--- config.mk ---
export PLATFORM = sky130hd
export DESIGN_NAME = div_result_display
export DESIGN_NICKNAME = d
export VERILOG_FILES = /design/src/rtl/div_result_display.sv
export SDC_FILE = /design/constraint.sdc
export NUM_CORES = 1
export LEC_CHECK = 0
export ABC_AREA = 0
export CAP_MARGIN = 15
export CORE_ASPECT_RATIO = 1.75
export CORE_MARGIN = 2
export CORE_UTILIZATION = 45
export CTS_CLUSTER_DIAMETER = 100
export DETAILED_ROUTE_END_ITERATION = 12
export PLACE_DENSITY = 0.75
export SETUP_SLACK_MARGIN = 0.4
export SLEW_MARGIN = 20
export SYNTH_ARGS = -nofsm -noshare
export SYNTH_HDL_FRONTEND = slang
export SYNTH_SLANG_ARGS = --single-unit
--- constraint.sdc ---
create_clock -name clk -period 2.9 [get_ports clk]
set_input_delay 0.58 -clock clk [delete_from_list [all_inputs] [get_ports clk]]
set_output_delay 0.58 -clock clk [all_outputs]
set_load 0.05 [all_outputs]
--- src/rtl/div_result_display.sv ---
// Seven-segment display stage for the 4-bit divider result: captures on load, scans four digits, shows "Err".
// Optional macro DIV_DISP_BLINK_EN makes the "Err" display blink.
module div_result_display #(
    parameter int unsigned SCAN_DIV  = 1000,
    parameter int unsigned BLINK_DIV = 64
) (
    input  logic       clk,
    input  logic       rst,
    input  logic       load,
    input  logic [3:0] Quotient,
    input  logic [3:0] Remainder,
    input  logic       Error,
    input  logic       Fractional,
    output logic [6:0] seg,
    output logic [3:0] an,
    output logic       dp,
    output logic       valid
);

    localparam int unsigned PRESC_W = $clog2(SCAN_DIV);
    localparam logic [6:0]  BLANK   = 7'h7F;
    localparam logic [6:0]  GLYPH_E = 7'h06;
    localparam logic [6:0]  GLYPH_R = 7'h2F;

    typedef enum logic [1:0] {IDLE, SHOW, ERR} state_t;

    state_t               state_q, state_d;
    logic [3:0]           q_q, q_d;
    logic [3:0]           r_q, r_d;
    logic                 frac_q, frac_d;
    logic [PRESC_W-1:0]   presc_q, presc_d;
    logic [1:0]           dig_q, dig_d;
    logic [6:0]           seg_q, seg_d;
    logic [3:0]           an_q, an_d;
    logic                 dp_q, dp_d;
    logic                 valid_q, valid_d;

`ifdef DIV_DISP_BLINK_EN
    localparam int unsigned FRAME_W = (BLINK_DIV > 1) ? $clog2(BLINK_DIV) : 1;
    logic [FRAME_W-1:0]   frame_q, frame_d;
    logic                 blink_on_q, blink_on_d;
`endif

    logic                 q_tens, r_tens;
    logic [3:0]           q_units, r_units;

    // Active-low 0-9 patterns, seg[0]=a .. seg[6]=g.
    function automatic logic [6:0] glyph(input logic [3:0] d);
        case (d)
            4'd0:    glyph = 7'h40;
            4'd1:    glyph = 7'h79;
            4'd2:    glyph = 7'h24;
            4'd3:    glyph = 7'h30;
            4'd4:    glyph = 7'h19;
            4'd5:    glyph = 7'h12;
            4'd6:    glyph = 7'h02;
            4'd7:    glyph = 7'h78;
            4'd8:    glyph = 7'h00;
            4'd9:    glyph = 7'h10;
            default: glyph = BLANK;
        endcase
    endfunction

    // Next-state: capture on load, otherwise advance the scan while a result is shown.
    always_comb begin
        state_d = state_q;
        q_d     = q_q;
        r_d     = r_q;
        frac_d  = frac_q;
        presc_d = presc_q;
        dig_d   = dig_q;
`ifdef DIV_DISP_BLINK_EN
        frame_d    = frame_q;
        blink_on_d = blink_on_q;
`endif
        if (load) begin
            state_d = Error ? ERR : SHOW;
            q_d     = Quotient;
            r_d     = Remainder;
            frac_d  = Fractional;
            presc_d = '0;
            dig_d   = 2'd3;
`ifdef DIV_DISP_BLINK_EN
            frame_d    = '0;
            blink_on_d = 1'b1;
`endif
        end else if (state_q != IDLE) begin
            if (presc_q == PRESC_W'(SCAN_DIV - 1)) begin
                presc_d = '0;
                dig_d   = dig_q - 2'd1;
`ifdef DIV_DISP_BLINK_EN
                if (dig_q == 2'd0) begin
                    if (frame_q == FRAME_W'(BLINK_DIV - 1)) begin
                        frame_d    = '0;
                        blink_on_d = ~blink_on_q;
                    end else begin
                        frame_d = frame_q + FRAME_W'(1);
                    end
                end
`endif
            end else begin
                presc_d = presc_q + PRESC_W'(1);
            end
        end
    end

    assign q_tens  = (q_d >= 4'd10);
    assign r_tens  = (r_d >= 4'd10);
    assign q_units = q_tens ? (q_d - 4'd10) : q_d;
    assign r_units = r_tens ? (r_d - 4'd10) : r_d;

    // Output decode from next-state values so anode and segments land on the same edge.
    always_comb begin
        seg_d   = BLANK;
        an_d    = 4'hF;
        dp_d    = 1'b1;
        valid_d = 1'b0;
        case (state_d)
            SHOW: begin
                valid_d = 1'b1;
                an_d    = ~(4'b0001 << dig_d);
                case (dig_d)
                    2'd3: seg_d = q_tens ? glyph(4'd1) : BLANK;
                    2'd2: begin
                        seg_d = glyph(q_units);
                        dp_d  = ~frac_d;
                    end
                    2'd1: seg_d = r_tens ? glyph(4'd1) : BLANK;
                    default: seg_d = glyph(r_units);
                endcase
            end
            ERR: begin
                valid_d = 1'b1;
                an_d    = ~(4'b0001 << dig_d);
                case (dig_d)
                    2'd3:    seg_d = GLYPH_E;
                    2'd2:    seg_d = GLYPH_R;
                    2'd1:    seg_d = GLYPH_R;
                    default: seg_d = BLANK;
                endcase
`ifdef DIV_DISP_BLINK_EN
                if (!blink_on_d) begin
                    an_d  = 4'hF;
                    seg_d = BLANK;
                end
`endif
            end
            default: ;
        endcase
    end

    always_ff @(posedge clk or posedge rst) begin
        if (rst) begin
            state_q <= IDLE;
            q_q     <= '0;
            r_q     <= '0;
            frac_q  <= 1'b0;
            presc_q <= '0;
            dig_q   <= 2'd3;
            seg_q   <= BLANK;
            an_q    <= 4'hF;
            dp_q    <= 1'b1;
            valid_q <= 1'b0;
`ifdef DIV_DISP_BLINK_EN
            frame_q    <= '0;
            blink_on_q <= 1'b1;
`endif
        end else begin
            state_q <= state_d;
            q_q     <= q_d;
            r_q     <= r_d;
            frac_q  <= frac_d;
            presc_q <= presc_d;
            dig_q   <= dig_d;
            seg_q   <= seg_d;
            an_q    <= an_d;
            dp_q    <= dp_d;
            valid_q <= valid_d;
`ifdef DIV_DISP_BLINK_EN
            frame_q    <= frame_d;
            blink_on_q <= blink_on_d;
`endif
        end
    end

    assign seg   = seg_q;
    assign an    = an_q;
    assign dp    = dp_q;
    assign valid = valid_q;

endmodule

==> results.cfg, run 1 <==
[outcome]
status = finished clean

[routing]
totalWireLength_um = 5540
dr.pass1.iters = 5
vias = 2107
vias_per_cell = 5.74
routedWlPerCell_um = 15.1
drc_errors = 0
antenna_left = 0
drtIter0Drc = 103

[grt]
grt_util_all_layers = 0.197
use_met3 = 0.0295
gr-total-overflow = 0
grt_start_max_net_pins = 37
met2_usage = 0.349
grt_pass1_vias = 2004
antenna_found_initial = 0
grt_pass1_wl_um = 8940
top_usage_layer = met2
use_met1 = 0.214

[yosys]
synth_fp_nets = 277
yosys.area.top_type = dfrtp_1
synthFlopType = dfrtp_1
synth-async-reset-ratio = 1.00
ys_seq_elements = 36
synth_edf_count = 0
ys_types = 54
syn-instance-count = 250
syn_avg_cell_area_sq_um = 9.61
yosysSeqAreaShare = 0.382
synth_area_leaders = dfrtp_1, dfstp_2, ha_1, mux2i_4, nand2_1
syn_area_sq_mm = 0.00240
synth_top_area_frac = 0.229
ys.warnings.count = 0

[sta]
fmax_ghz = 0.421
setup_viol = 0
whs_ns = 0.502
final_hold_viol_count = 0
maxSlewViolCount = 0
fin_tns_setup_ns = 0
period_share = 0.820
period_needed_ns = 2.38
fin_skew_ns = 0.00647
rsz0062_at_grt = no
slew_headroom = 0.652
tightest_slew_ns = 0.520

[placed_design]
dpl.hpwl_um = 4320
gp_congestion = 0.943
io_buffers = 25
dp.cells = 355

[power]
p_per_area_mw_per_mm2 = 488
finalPower_mw = 1.51
irDropWorstVdd_uv = 255
internal-power_mw = 0.968
netSwitchingFraction = 0.359
p_comb_frac = 0.377
power.share.sequential = 0.388
leakage_nw = 1.32
clkPwrFrac = 0.235
p_switching_mw = 0.542

[clock_network]
worstSkewPairLatency_ns = 0.29
cts.clk_slew.worst_paths_ns = 0.08
cts_tree = done
cts_max_path_buffers = 2
h-tree-depth = 2
postCtsHoldBufs = 0
cts_made_buffers = 5
cts_root_buffer = clkbuf_8
clock_sinks = 36

[final_layout]
nNetsFinal = 338
fin_util = 0.593
ff_latch_area_sq_um = 918
multiInputGateArea_sq_mm = 0.00136
antenna_cells = 0
layout-drive-gt1-share = 0.272
fillers = 441
area_delta_synth_final_pct = 28.6
finalNonFillerCells = 367

[floorplanning]
die_y_um = 101
rows = 35
die_area_sq_mm = 0.00596
io_pins = 26
die_w_um = 59.2
core_sq_mm = 0.00521
initial_core_util = 0.461

[worst_setup_path]
crit_type = in2reg
cp_data_arrival_time_ns = 2.59
crit_fanout = 3
rr_worst_depth = 7
crit_path_start_kind = input pin
cp-end-kind = flip-flop
cp.required_ns = 3.11

[worst_hold_path]
min_path_type = reg2reg
hold_depth = 1

[job]
maxCapViolCount = 0
-- through the flow --
stage                     setup slack, ns  instance area (sq um)
after floorplan                     0.421                   2400
after global placement             -0.144                   2940
after detailed placement           -0.128                   2940
after CTS                           0.458                   3050
after global routing                0.414                   3090
final                               0.522                   3090
-- routing by layer --
metal  share of wire  vias up
li1                -     1031
met4           0.044        0
met5               0        -
met1            0.38      990
met2            0.55       63
met3           0.029       23
-- power groups by stage --
stage                     Combinational [mW]  Sequential [mW]  Clock, mW
after floorplan                        0.264            0.677          0
final                                  0.569            0.585      0.355
after global routing                   0.616            0.589      0.381
after detailed placement               0.549            0.594          0
after global placement                 0.542            0.591          0
after CTS                              0.554            0.585      0.362
-- layout by cell type (no fill, tap or decap), types with 7 or more instances in the layout --
cell type	count
a21oi_1	15
buf_4	38
clkdlybuf4s50_1	24
dfrtp_1	22
dfstp_2	14
ha_1	13
inv_1	16
mux2i_4	7
nand2_1	21
nand3_1	11
nor2_1	16
nor3_1	11
o21ai_0	12
-- path summary, 6_finish.rpt --
kind                            endpoint         start  slack, ns
worst max-delay path              seg[1]  Remainder[2]       0.52
worst min-delay path              frac_q        frac_q       0.50
worst max register to register    seg[0]    presc_q[0]       0.78
worst min register to register    frac_q        frac_q       0.50
max in group asynchronous         seg[4]           rst       1.85
min in group asynchronous         r_q[1]           rst       0.69
-- repair_timing --
item	4_1_cts	5_1_grt
buffers inserted	2	2
cloned	0	0
resized for setup	2	10
setup endpoints to repair	7	6
-- logic make-up after synthesis --
logic type / synth area share
xor+xnor: 0.0328
flops: 0.382
compound gates: 0.189
fa+ha+maj: 0.0729
mux: 0.0734
buf+inv: 0.0672
simple gates: 0.182
-- layout make-up --
cell class,instances,share of cell area
Clock buffer,5,0.0223
Inverter,20,0.0283
Sequential cell,36,0.297
Clock inverter,3,0.00607
Timing Repair Buffer,65,0.185
Multi-Input combinational cell,183,0.439
Tap cell,55,0.0223
-- state kept, by name (all words and copies together) (netlist names) --
register / flops
presc_q: 10
seg: 7
an: 4
q_q: 4
r_q: 4
dig_q: 2
state_q: 2
dp: 1
frac_q: 1
valid: 1
-- synth_stat cells, types with 4 or more instances --
| master | n |
|---|---|
| a21o_1 | 4 |
| nand2_1 | 22 |
| clkbuf_1 | 5 |
| mux2i_4 | 6 |
| o21ai_1 | 4 |
| nand4_1 | 6 |
| xor2_1 | 4 |
| ha_1 | 14 |
| o21ai_0 | 13 |
| buf_6 | 4 |
| dfrtp_1 | 22 |
| inv_1 | 17 |
| xnor2_1 | 5 |
| a21oi_1 | 15 |
| a31oi_1 | 5 |
| nor2_1 | 16 |
| nor3_1 | 11 |
| dfstp_2 | 14 |
| nand3_1 | 11 |
-- critical path, stage by stage --
cell,delay (ns)
clkdlybuf4s50_1,0.45
mux2i_4,0.17
inv_2,0.06
nand2_2,0.06
nor2_1,0.04
a21o_1,0.21
ha_4,0.28
a2111oi_0,0.08
or4_1,0.48
nand4_1,0.11
nand3_1,0.08
(Power assumes the default switching activity.)
==> inputs of run 2 (changes only) <==
Settings changed: PLACE_DENSITY 0.75 to 0.77.
Clock period 2.9 ns to 2 ns, I/O delays scaled along.
==> run 2 against run 1 <==
  * The flow now finishes with violations (setup timing)
  * Core utilization up 11 points
  * Sequential share of layout area decreased by 4.6 points
  * Non-clock buffer count grew 36
  * Setup slack worse by 0.60 ns
  * Critical path depth fell by 2
  * Die area is the same
  * Hold slack improved by 0.0077 ns
  * Flip-flop and latch count unchanged
  * Via count grew 15%
  * Critical endpoint unchanged
==> results.cfg, run 2 (synthesized netlist as in run 1, its figures left out) <==
[outcome]
status = finished, violations left
violations = setup timing

[final_layout]
area_delta_synth_final_pct = 52.3
largest-register = presc_q
largest_reg_flops = 10
design_area_sq_mm = 0.00366
antenna_cells = 0
final_common_cell = buf_4
nNetsFinal = 374
finalNonFillerCells = 403
layout-drive-gt1-share = 0.500
fin_util = 0.703
layout_common_cells = buf_4, dfrtp_1, nand2_1

[grt]
grt_pass1_wl_um = 11300
grt_pass1_vias = 2459
grt_util_all_layers = 0.245
grt_start_max_net_pins = 37
antenna_found_initial = 0
gr-total-overflow = 0

[job]
maxCapViolCount = 0

[floorplanning]
die_y_um = 101
rows = 35
core_sq_mm = 0.00521
initial_core_util = 0.461
die_area_sq_mm = 0.00596
io_pins = 26
die_w_um = 59.2

[sta]
maxSlewViolCount = 0
setup_viol = 5
slew_headroom = 0.667
fin_tns_setup_ns = -0.198
fmax_ghz = 0.481
final_hold_viol_count = 0
period_share = 1.04
period_needed_ns = 2.08
rsz0062_at_grt = yes
whs_ns = 0.510
finalWorstSetupSlack_ns = -0.0811
fin_skew_ns = 0.00607
tightest_slew_ns = 0.496

[worst_hold_path]
min_path_type = in2async

[placed_design]
dpl.hpwl_um = 4840
io_buffers = 25
dp.cells = 385
gp_congestion = 0.891
place_area_sq_mm = 0.00318
dp_slack_ns = -0.780

[power]
leakage_nw = 1.61
irDropWorstVdd_uv = 374
finalPower_mw = 2.37
p_per_area_mw_per_mm2 = 648

[routing]
drtIter0Drc = 133
totalWireLength_um = 7490
vias = 2430
antenna_left = 0
routedWlPerCell_um = 18.6
drc_errors = 0
vias_per_cell = 6.03
dr.pass1.iters = 4

[worst_setup_path]
cp.required_ns = 2.23
rr_worst_depth = 9
crit_fanout = 3
timing.rr.start = r_q[1]
rr_endpoint = seg[1]
crit_path_start_kind = flip-flop
crit_type = reg2reg
crit_start = r_q[1]
cp-end-kind = flip-flop
reg2reg_slack_ns = -0.08
cp_data_arrival_time_ns = 2.31

[clock_network]
cts_max_path_buffers = 2
worstSkewPairLatency_ns = 0.29
postCtsHoldBufs = 0
clock_sinks = 36
h-tree-depth = 2
cts_made_buffers = 5
cts_root_buffer = clkbuf_8
cts.clk_slew.worst_paths_ns = 0.08
cts_tree = done
## run 2: changes by cell type in the layout (fill, tap and decap cells not counted), moves of 6 or more
cell / before / now
buf_4: 38 / 71
buf_6: 0 / 16
clkdlybuf4s50_1: 24 / 8
ha_1: 13 / 5
ha_4: 1 / 7
o21ai_0: 12 / 5
## run 2: how the worst max path moves through the flow
stage                     endpoint  slack, ns  depth (start not counted)
after floorplan             seg[1]      -0.22                         11
after global placement      seg[5]      -0.80                         10
after detailed placement    seg[1]      -0.78                         10
after CTS                   seg[1]      -0.05                         10
after global routing        seg[1]      -0.17                         10
final                       seg[1]      -0.08                          9
## run 2: per-layer routing
metal	vias up	GRT usage	wire, um
li1	1105	-	-
met1	1183	0.249	2500
met2	94	0.436	4290
met3	48	0.0347	240
met4	0	0.173	468
met5	-	0	0
## run 2: worst max-delay path: stages (launching register included)
cell	delay [ns]
dfrtp_1	0.41
mux2i_4	0.19
nand2_2	0.08
nor2_1	0.11
a21o_1	0.20
ha_4	0.23
a2111oi_2	0.41
or4_4	0.20
nand4_1	0.09
nand3_1	0.11
## run 2: area by class of cell
| cell class | instances | area (sq um) |
|---|---|---|
| multi-input combinational | 183 | 1630 |
| sequential | 36 | 918 |
| clock inverter | 3 | 18.8 |
| timing repair buffer | 101 | 868 |
| clock buffer | 5 | 68.8 |
| fill | 340 | 1550 |
| tap | 55 | 68.8 |
| inverter | 20 | 90.1 |
## run 2: report_power, final
| part | internal [mW] | switching, mW | total [mW] |
|---|---|---|---|
| combinational | 0.436 | 0.560 | 0.996 |
| sequential | 0.812 | 0.0380 | 0.850 |
| clock | 0.243 | 0.283 | 0.526 |
## run 2: repair_timing
action | 4_1_cts | 5_1_grt
endpoints found under the setup margin | 28 | 22
hold endpoints to repair | 0 | 0
gates resized for setup | 54 | 29
setup buffers | 5 | 5
pin swaps | 16 | 15
==> inputs of run 3 (changes only) <==
Settings changed: DONT_BUFFER_PORTS set to 1, PLACE_DENSITY 0.77 to 0.71.
==> run 3 against run 2 <==
  * The flow still finishes with violations (setup timing)
  * Die area unchanged
  * Register-to-register slack about the same
  * Setup slack worse by 0.0030 ns
  * Wire length down 13%
  * Hold slack worse by 0.41 ns
  * Fmax down 0.15%
  * Clock skew down 0.0013 ns
  * Core utilization down 5.0 points
  * Cell area down 7.1%
  * First-iteration DRC count down 27%
  * Clock-buffer cell count up 3
  * Critical path type unchanged
==> results.cfg, run 3 (synthesized netlist as in run 1, its figures left out) <==
[worst_setup_path]
cp_data_arrival_time_ns = 2.29
cp_slowest_stage_delay_ns = 0.50
timing.rr.start = r_q[2]
cp.required_ns = 2.21
reg2reg_slack_ns = -0.08
cp-end-kind = flip-flop
crit_chain = mux2i_4, inv_2, nand2_2, nor2_2, a21o_1, ha_4, a2111oi_2, or4_1, nand4_1, nand3_1
critPathTopFamily = simple AND/OR/NAND/NOR gates
crit_path_start_kind = flip-flop
slowest_stage = or4_1
rr_endpoint = seg[1]
crit_fanout = 3
cp_num_buf_inv = 1
crit_type = reg2reg
rr_worst_depth = 10

[floorplanning]
core_sq_mm = 0.00521
die_y_um = 101
die_w_um = 59.2
die_area_sq_mm = 0.00596
rows = 35
io_pins = 26
initial_core_util = 0.461

[grt]
grt_pass1_vias = 2327
grt_pass1_wl_um = 10400
antenna_found_initial = 0
grt_start_max_net_pins = 37
grt_util_all_layers = 0.230
gr-total-overflow = 0

[routing]
antenna_left = 0
dr.pass1.iters = 4
drtIter0Drc = 97
vias_per_cell = 5.89
totalWireLength_um = 6550
drc_errors = 0
vias = 2225
routedWlPerCell_um = 17.3

[final_layout]
area_delta_synth_final_pct = 41.4
final_common_cell = buf_4
design_area_sq_mm = 0.00340
fin_util = 0.652
fillers = 391
largest-register = presc_q
nNetsFinal = 349
layout_common_cells = buf_4, dfrtp_1, nand2_1
layout-drive-gt1-share = 0.477
finalNonFillerCells = 378
largest_reg_flops = 10
antenna_cells = 0

[clock_network]
cts_max_path_buffers = 2
worstSkewPairLatency_ns = 0.29
cts_root_buffer = clkbuf_8
cts.clk_slew.worst_paths_ns = 0.07
clock_sinks = 36
h-tree-depth = 2
cts_tree = done
cts_made_buffers = 5
postCtsHoldBufs = 0

[sta]
period_share = 1.04
fin_skew_ns = 0.00477
slew_headroom = 0.708
rsz0062_at_grt = yes
setup_viol = 4
period_needed_ns = 2.08
final_hold_viol_count = 0
finalWorstSetupSlack_ns = -0.0842
tightest_slew_ns = 0.426
fmax_ghz = 0.480
maxSlewViolCount = 0

[worst_hold_path]
min_path_type = in2async

[power]
irDropWorstVdd_uv = 456
leakage_nw = 1.47
p_per_area_mw_per_mm2 = 684

[outcome]
status = finished, violations left
violations = setup timing

[placed_design]
dpl.hpwl_um = 4380
gp_congestion = 0.857
dp.cells = 347
io_buffers = 0
place_area_sq_mm = 0.00285

[job]
maxCapViolCount = 0
-- run 3: cell count changes in the layout (fill, tap and decap cells not counted), moves of 4 or more --
cell,delta
buf_4,-8
clkdlybuf4s50_1,-8
dlygate4sd2_1,-4
o21ai_0,+4
-- run 3: timing repair --
action,4_1_cts,5_1_grt
resized for setup,42,17
endpoints found under the setup margin,15,17
pin swaps,14,11
buffers inserted,20,3
cloned,0,0
-- run 3: where the power goes --
group / internal (mW) / leakage, nW / switching (mW) / total (mW)
Sequential: 0.818 / 0.424 / 0.163 / 0.981
Clock: 0.315 / 0.0515 / 0.260 / 0.574
Combinational: 0.375 / 0.990 / 0.394 / 0.769
-- run 3: worst max-delay path by stage --
stage | cells past startpoint | end | from | slack (ns)
3_3_place_gp | 10 | seg[1] | load | -0.05
3_5_place_dp | 10 | seg[1] | load | -0.1
5_1_grt | 12 | seg[5] | r_q[1] | -0.18
6_report | 10 | seg[1] | r_q[2] | -0.08
2_1_floorplan | 11 | seg[1] | load | -0.22
4_1_cts | 10 | seg[1] | r_q[2] | -0.01
-- run 3: per-layer routing --
metal  routed length, um  global-route usage
met1                2370               0.233
met3                 155              0.0385
met5                   0                   0
met4                 291               0.157
met2                3730               0.408
-- run 3: layout make-up --
class,count,area [sq um],area share
flip-flops and latches,36,920,0.271
multi-input cells,183,1600,0.471
well taps,55,68.8,0.0202
repair buffers,76,619,0.182
clock buffers,8,100,0.0294
inverters,20,90.1,0.0265
-- run 3: stage by stage --
step | setup TNS [ns] | setup WS [ns] | hold slack, ns | total power, mW
after floorplan | -0.575 | -0.220 | 0.472 | 1.40
after global placement | -0.0560 | -0.0487 | 0.418 | 1.59
after detailed placement | -0.134 | -0.0999 | 0.426 | 1.60
after CTS | -0.0146 | -0.0146 | 0.114 | 2.27
after global routing | -0.910 | -0.177 | 0.145 | 2.43
final | -0.175 | -0.0842 | 0.0998 | 2.32
